==> src/rtl/srst_sequencer_pkg.sv <==
// rtl/srst_sequencer_pkg.sv - shared types, widths and helpers for the synchronous-reset sequencer.
package srst_sequencer_pkg;

  localparam int COUNT_W = 8;
  localparam int TIMER_W = 8;
  localparam logic [COUNT_W-1:0] COUNT_MAX = '1;

  typedef enum logic [1:0] {
    ST_IDLE   = 2'd0,
    ST_ASSERT = 2'd1,
    ST_GUARD  = 2'd2
  } state_e;

  function automatic logic [COUNT_W-1:0] sat_inc(input logic [COUNT_W-1:0] v);
    return (v == COUNT_MAX) ? v : v + COUNT_W'(1);
  endfunction

endpackage

==> src/rtl/srst_seq_timer.sv <==
// rtl/srst_seq_timer.sv - loadable down-counter with zero flag timing the ASSERT and GUARD phases.
module srst_seq_timer
  import srst_sequencer_pkg::*;
(
  input  logic               i_sclk,
  input  logic               i_arst,
  input  logic               i_load,
  input  logic [TIMER_W-1:0] i_load_val,
  input  logic               i_dec,
  output logic               o_zero
);

  logic [TIMER_W-1:0] cnt_q, cnt_d;

  always_comb begin
    cnt_d = cnt_q;
    if (i_load) begin
      cnt_d = i_load_val;
    end else if (i_dec && (cnt_q != '0)) begin
      cnt_d = cnt_q - TIMER_W'(1);
    end
  end

  always_ff @(posedge i_sclk or posedge i_arst) begin
    if (i_arst) begin
      cnt_q <= '0;
    end else begin
      cnt_q <= cnt_d;
    end
  end

  assign o_zero = (cnt_q == '0);

endmodule

==> src/rtl/srst_sequencer.sv <==
// rtl/srst_sequencer.sv - request/ack driven synchronous reset pulse generator.
// Optional periodic auto trigger enabled by defining SRST_SEQUENCER_AUTO_EN.
module srst_sequencer
  import srst_sequencer_pkg::*;
#(
  parameter int HOLD_CYCLES  = 4,
  parameter int GUARD_CYCLES = 2,
  parameter int PERIOD_W     = 4
) (
  input  logic               i_sclk,
  input  logic               i_arst,
  input  logic               i_req,
  output logic               o_ack,
  output logic               o_srst,
  output logic               o_busy,
  output logic [COUNT_W-1:0] o_count
);

  localparam logic [TIMER_W-1:0] HOLD_LD  = TIMER_W'(HOLD_CYCLES - 1);
  localparam logic [TIMER_W-1:0] GUARD_LD = TIMER_W'((GUARD_CYCLES > 0) ? GUARD_CYCLES - 1 : 0);

  state_e             state_q, state_d;
  logic               arm_q, arm_d;
  logic               req_src_q, req_src_d;
  logic               cnt_src_q, cnt_src_d;
  logic               ack_q, ack_d;
  logic               srst_q, srst_d;
  logic [COUNT_W-1:0] count_q, count_d;
  logic               tmr_load, tmr_dec, tmr_zero;
  logic [TIMER_W-1:0] tmr_val;
  logic               req_trig, auto_trig;

  // A request seen in the ack cycle belongs to the sequence just served.
  assign req_trig = i_req && !ack_q;

`ifdef SRST_SEQUENCER_AUTO_EN
  logic [PERIOD_W-1:0] period_q, period_d;

  always_comb begin
    period_d = '0;
    if ((state_q == ST_IDLE) && (state_d == ST_IDLE)) begin
      period_d = period_q + PERIOD_W'(1);
    end
  end

  always_ff @(posedge i_sclk or posedge i_arst) begin
    if (i_arst) begin
      period_q <= '0;
    end else begin
      period_q <= period_d;
    end
  end

  assign auto_trig = (state_q == ST_IDLE) && (period_q == '1);
`else
  assign auto_trig = 1'b0;
`endif

  always_comb begin
    state_d   = state_q;
    arm_d     = arm_q;
    req_src_d = req_src_q;
    cnt_src_d = cnt_src_q;
    ack_d     = 1'b0;
    count_d   = count_q;
    tmr_load  = 1'b0;
    tmr_val   = '0;
    tmr_dec   = 1'b0;
    unique case (state_q)
      ST_IDLE: begin
        if (req_trig || auto_trig) begin
          state_d   = ST_ASSERT;
          tmr_load  = 1'b1;
          tmr_val   = HOLD_LD;
          req_src_d = req_trig;
          cnt_src_d = 1'b1;
        end
      end
      ST_ASSERT: begin
        // Reset leaves the timer cleared; the first cycle afterwards arms it.
        if (arm_q) begin
          tmr_load = 1'b1;
          tmr_val  = HOLD_LD;
          arm_d    = 1'b0;
        end else if (tmr_zero) begin
          ack_d = req_src_q;
          if (cnt_src_q) begin
            count_d = sat_inc(count_q);
          end
          if (GUARD_CYCLES > 0) begin
            state_d  = ST_GUARD;
            tmr_load = 1'b1;
            tmr_val  = GUARD_LD;
          end else begin
            state_d = ST_IDLE;
          end
        end else begin
          tmr_dec = 1'b1;
        end
      end
      ST_GUARD: begin
        if (tmr_zero) begin
          state_d = ST_IDLE;
        end else begin
          tmr_dec = 1'b1;
        end
      end
      default: state_d = ST_IDLE;
    endcase
  end

  assign srst_d = (state_d == ST_ASSERT);

  always_ff @(posedge i_sclk or posedge i_arst) begin
    if (i_arst) begin
      state_q   <= ST_ASSERT;
      arm_q     <= 1'b1;
      req_src_q <= 1'b0;
      cnt_src_q <= 1'b0;
      ack_q     <= 1'b0;
      srst_q    <= 1'b1;
      count_q   <= '0;
    end else begin
      state_q   <= state_d;
      arm_q     <= arm_d;
      req_src_q <= req_src_d;
      cnt_src_q <= cnt_src_d;
      ack_q     <= ack_d;
      srst_q    <= srst_d;
      count_q   <= count_d;
    end
  end

  srst_seq_timer u_timer (
    .i_sclk     (i_sclk),
    .i_arst     (i_arst),
    .i_load     (tmr_load),
    .i_load_val (tmr_val),
    .i_dec      (tmr_dec),
    .o_zero     (tmr_zero)
  );

  assign o_ack   = ack_q;
  assign o_srst  = srst_q;
  assign o_busy  = (state_q != ST_IDLE);
  assign o_count = count_q;

endmodule

==> config.mk <==
export PLATFORM = sky130hd
export DESIGN_NAME = srst_sequencer
export DESIGN_NICKNAME = d
export VERILOG_FILES = /design/src/rtl/srst_sequencer_pkg.sv /design/src/rtl/srst_seq_timer.sv /design/src/rtl/srst_sequencer.sv
export SDC_FILE = /design/constraint.sdc
export NUM_CORES = 1
export LEC_CHECK = 0
export BUFFER_PORTS_ARGS = -buffer_cell sky130_fd_sc_hd__buf_2
export CORE_MARGIN = 1.5
export CORE_UTILIZATION = 35
export DETAILED_ROUTE_END_ITERATION = 10
export HOLD_SLACK_MARGIN = 0.02
export PLACE_DENSITY = 0.49
export SETUP_SLACK_MARGIN = 0.2
export SLEW_MARGIN = 10
export SYNTH_ARGS = -nofsm -noshare
export SYNTH_HDL_FRONTEND = slang
export SYNTH_SLANG_ARGS = --single-unit
==> constraint.sdc <==
create_clock -name i_sclk -period 2.8 [get_ports i_sclk]
set_clock_uncertainty 0.1 [all_clocks]
set_input_delay 0.14 -clock i_sclk [delete_from_list [all_inputs] [get_ports i_sclk]]
set_output_delay 0.14 -clock i_sclk [all_outputs]
set_load 0.1 [all_outputs]
==> flow_summary.json <==
{
  "grt_util_all_layers_pct": 14.2,
  "cts_tree": "yes",
  "cp_cell_sequence": "ha_1, and2b_1, nand4_2, nor2_2, mux2_1",
  "synth_common_cells": "19 x dfrtp_1, 9 x a21oi_1, 8 x inv_1",
  "synthArstFlopShare_pct": 100,
  "final-hold-violation-count": 0,
  "ant_nets": 0,
  "synthToLayoutAreaGrowth_pct": 15.9,
  "worstSetupStartpointType": "flip-flop",
  "post-dp-hpwl_um": 1740,
  "first_pass_iters": 4,
  "syn_area_per_cell_um2": 10.6,
  "r2r-start": "state_q[0]",
  "drc": 0,
  "max_freq_mhz": 460,
  "drv_cap": 0,
  "reg2reg_depth": 5,
  "core_area_um2": 3360,
  "cp_data_arrival_time_ns": 2.29,
  "yosysSeqAreaShare_pct": 45.2,
  "die_h_um": 62.2,
  "antennaDiodeCount": 0,
  "netlist_area_um2": 1230,
  "synth_cell_types": 43,
  "gr-total-overflow": 0,
  "startpoint": "state_q[0]",
  "io_pins": 14,
  "cts_num_sinks": 22,
  "ctsResizeCount": 0,
  "synth_area_leaders": "dfrtp_1 39%, ha_1 7.1%, dfstp_2 6.4%",
  "finalCritPeriodShare_pct": 77.6,
  "cpMaxStageDelayCell": "dfstp_2",
  "worstReg2RegEnd": "o_count[1]",
  "root_buffer": "clkbuf_4",
  "tightest_slew_ns": 0.839,
  "start_util_pct": 36.5,
  "insertion_delay_ns": 0.32,
  "grt_pass1_wl_um": 4360,
  "fill_cells": 358,
  "synth.most_common_cell": "dfrtp_1",
  "viasPerCell": 5.03,
  "leakage_uw": 0.000670,
  "path_class": "reg2reg",
  "numCtsBuffers": 3,
  "synth_top_area_cell": "dfrtp_1",
  "power.density_nw_per_um2": 930,
  "relSlewSlack_pct": 44.0,
  "r2r_slack_ns": 0.63,
  "cp_slowest_stage_delay_ns": 0.57,
  "layout.nets": 146,
  "via_count": 911,
  "yosysTopAreaCellShare_pct": 38.7,
  "finalWirelength_um": 2330,
  "ys_seq_elements": 22,
  "fp-row-count": 21,
  "grt_max_degree": 23,
  "grt_pass1_vias": 918,
  "drt_iter0_drc": 39,
  "run_status": "complete, no violations",
  "worstPathRequired_ns": 2.92,
  "final_layout_size_suffix_gt1_share_pct": 23.0,
  "ctsHoldBuffers": 1,
  "antenna_found_initial": 0,
  "die_w_um": 62.2,
  "critPathCapture": "o_count[1]",
  "dr.max_layer_used": "met4",
  "synth_enable_flop_cells": 0,
  "hold_ws_ns": 0.408,
  "wl_per_cell_um": 12.9,
  "wl_met1_um": 1200,
  "wl_met3_um": 83,
  "path_max_fanout": 7,
  "drv_slew": 0,
  "tns_ns": 0,
  "wl_met2_um": 996,
  "setup_violations": 0,
  "ys.flop_type": "dfrtp_1",
  "post_cts_buffers": 0,
  "vdd_drop_max_v": 0.000526,
  "cts_max_path_buffers": 2,
  "design.die.area_um2": 3870,
  "rsz0062_at_grt": "no",
  "io_buffers": 13,
  "path_clk_slew_ns": 0.14,
  "synth.net_count": 126,
  "end_kind": "flip-flop",
  "timing.final.crit_period_ns": 2.17,
  "gp_congestion": 0.775,
  "htree_levels": 1,
  "ys_warn_count": 0,
  "hp-class": "in2async",
  "synthCells": 116
}
## worst max-delay path, delay by kind of cell, from the launching register on
family / cells / cell delay [ns]
simple gates: 3 / 0.81
fa+ha+maj: 1 / 0.27
flops: 1 / 0.57
mux: 1 / 0.34
## worst min-delay path by stage
stage                             to  cells after the start
after floorplan            cnt_src_q                      1
after global placement         o_ack                      2
after detailed placement       o_ack                      2
after CTS                  cnt_src_q                      3
after global routing           arm_q                      1
final                     o_count[1]                      3
## cell usage in the layout (no fill, tap or decap), types with 2 or more instances in the layout
cell type       n
a31oi_1         2
o211ai_1        2
inv_1           8
nor3b_1         2
dlygate4sd3_1   2
nand2_1         4
nand2b_1        3
nor2b_1         2
dfstp_2         3
a21oi_1         9
dfrtp_1        19
xor2_1          4
nand3_1         5
nor2_1          6
clkbuf_4        3
xnor2_1         2
nor3_1          3
buf_2          13
mux2i_1         2
ha_1            7
o21ai_1         5
or3_1           4
## layout make-up
type / instances / area [um2] / area share (%)
multi-input cells: 85 / 639 / 44.9
flip-flops and latches: 22 / 554 / 39.0
repair buffers: 15 / 85.1 / 5.98
well taps: 46 / 57.6 / 4.05
inverters: 9 / 33.8 / 2.37
clock inverters: 1 / 30.0 / 2.11
clock buffers: 3 / 22.5 / 1.58
## where the power goes
part           internal, uW  switching [uW]  leakage (uW)
clock network           145             107     0.0000279
registers               384            53.0      0.000282
logic                   185             450      0.000360
## per-layer routing
| metal | global-route usage [%] | vias to the layer above |
|---|---|---|
| met1 | 19.8 | 431 |
| met3 | 3.62 | 5 |
| met5 | 0 | - |
| li1 | - | 462 |
| met2 | 21.1 | 13 |
| met4 | 5.83 | 0 |
## sequential cells by signal, summed over array words and instances, names as in the netlist
name           count
o_count            8
o_ack              1
cnt_src_q          1
o_srst             1
state_q            2
u_timer.cnt_q      8
arm_q              1
## cell families (layout without fill, tap and decap cells)
kind of cell    count (synthesis)  after routing  share of synthesized area [%]
compound gates                 26             26                           14.2
flops                          22             22                           45.2
buf+inv                         9             28                           2.75
simple gates                   43             43                           24.0
xor+xnor                        6              6                           4.28
fa+ha+maj                       7              7                           7.14
mux                             3              3                           2.55
## through the flow
step / util [%] / cells / instance area [um2] / total power, uW / worst slack (ns)
floorplan: - / 116 / 1230 / 968 / 0.492
global placement: 40.1 / 175 / 1350 / 1080 / 0.672
detailed placement: 40.1 / 175 / 1350 / 1080 / 0.626
CTS: 42.0 / 180 / 1410 / 1340 / 0.605
global route: 42.3 / 181 / 1420 / 1430 / 0.460
finish: 42.3 / 181 / 1420 / 1320 / 0.628
No activity file was read; power rests on OpenSTA's default activity.
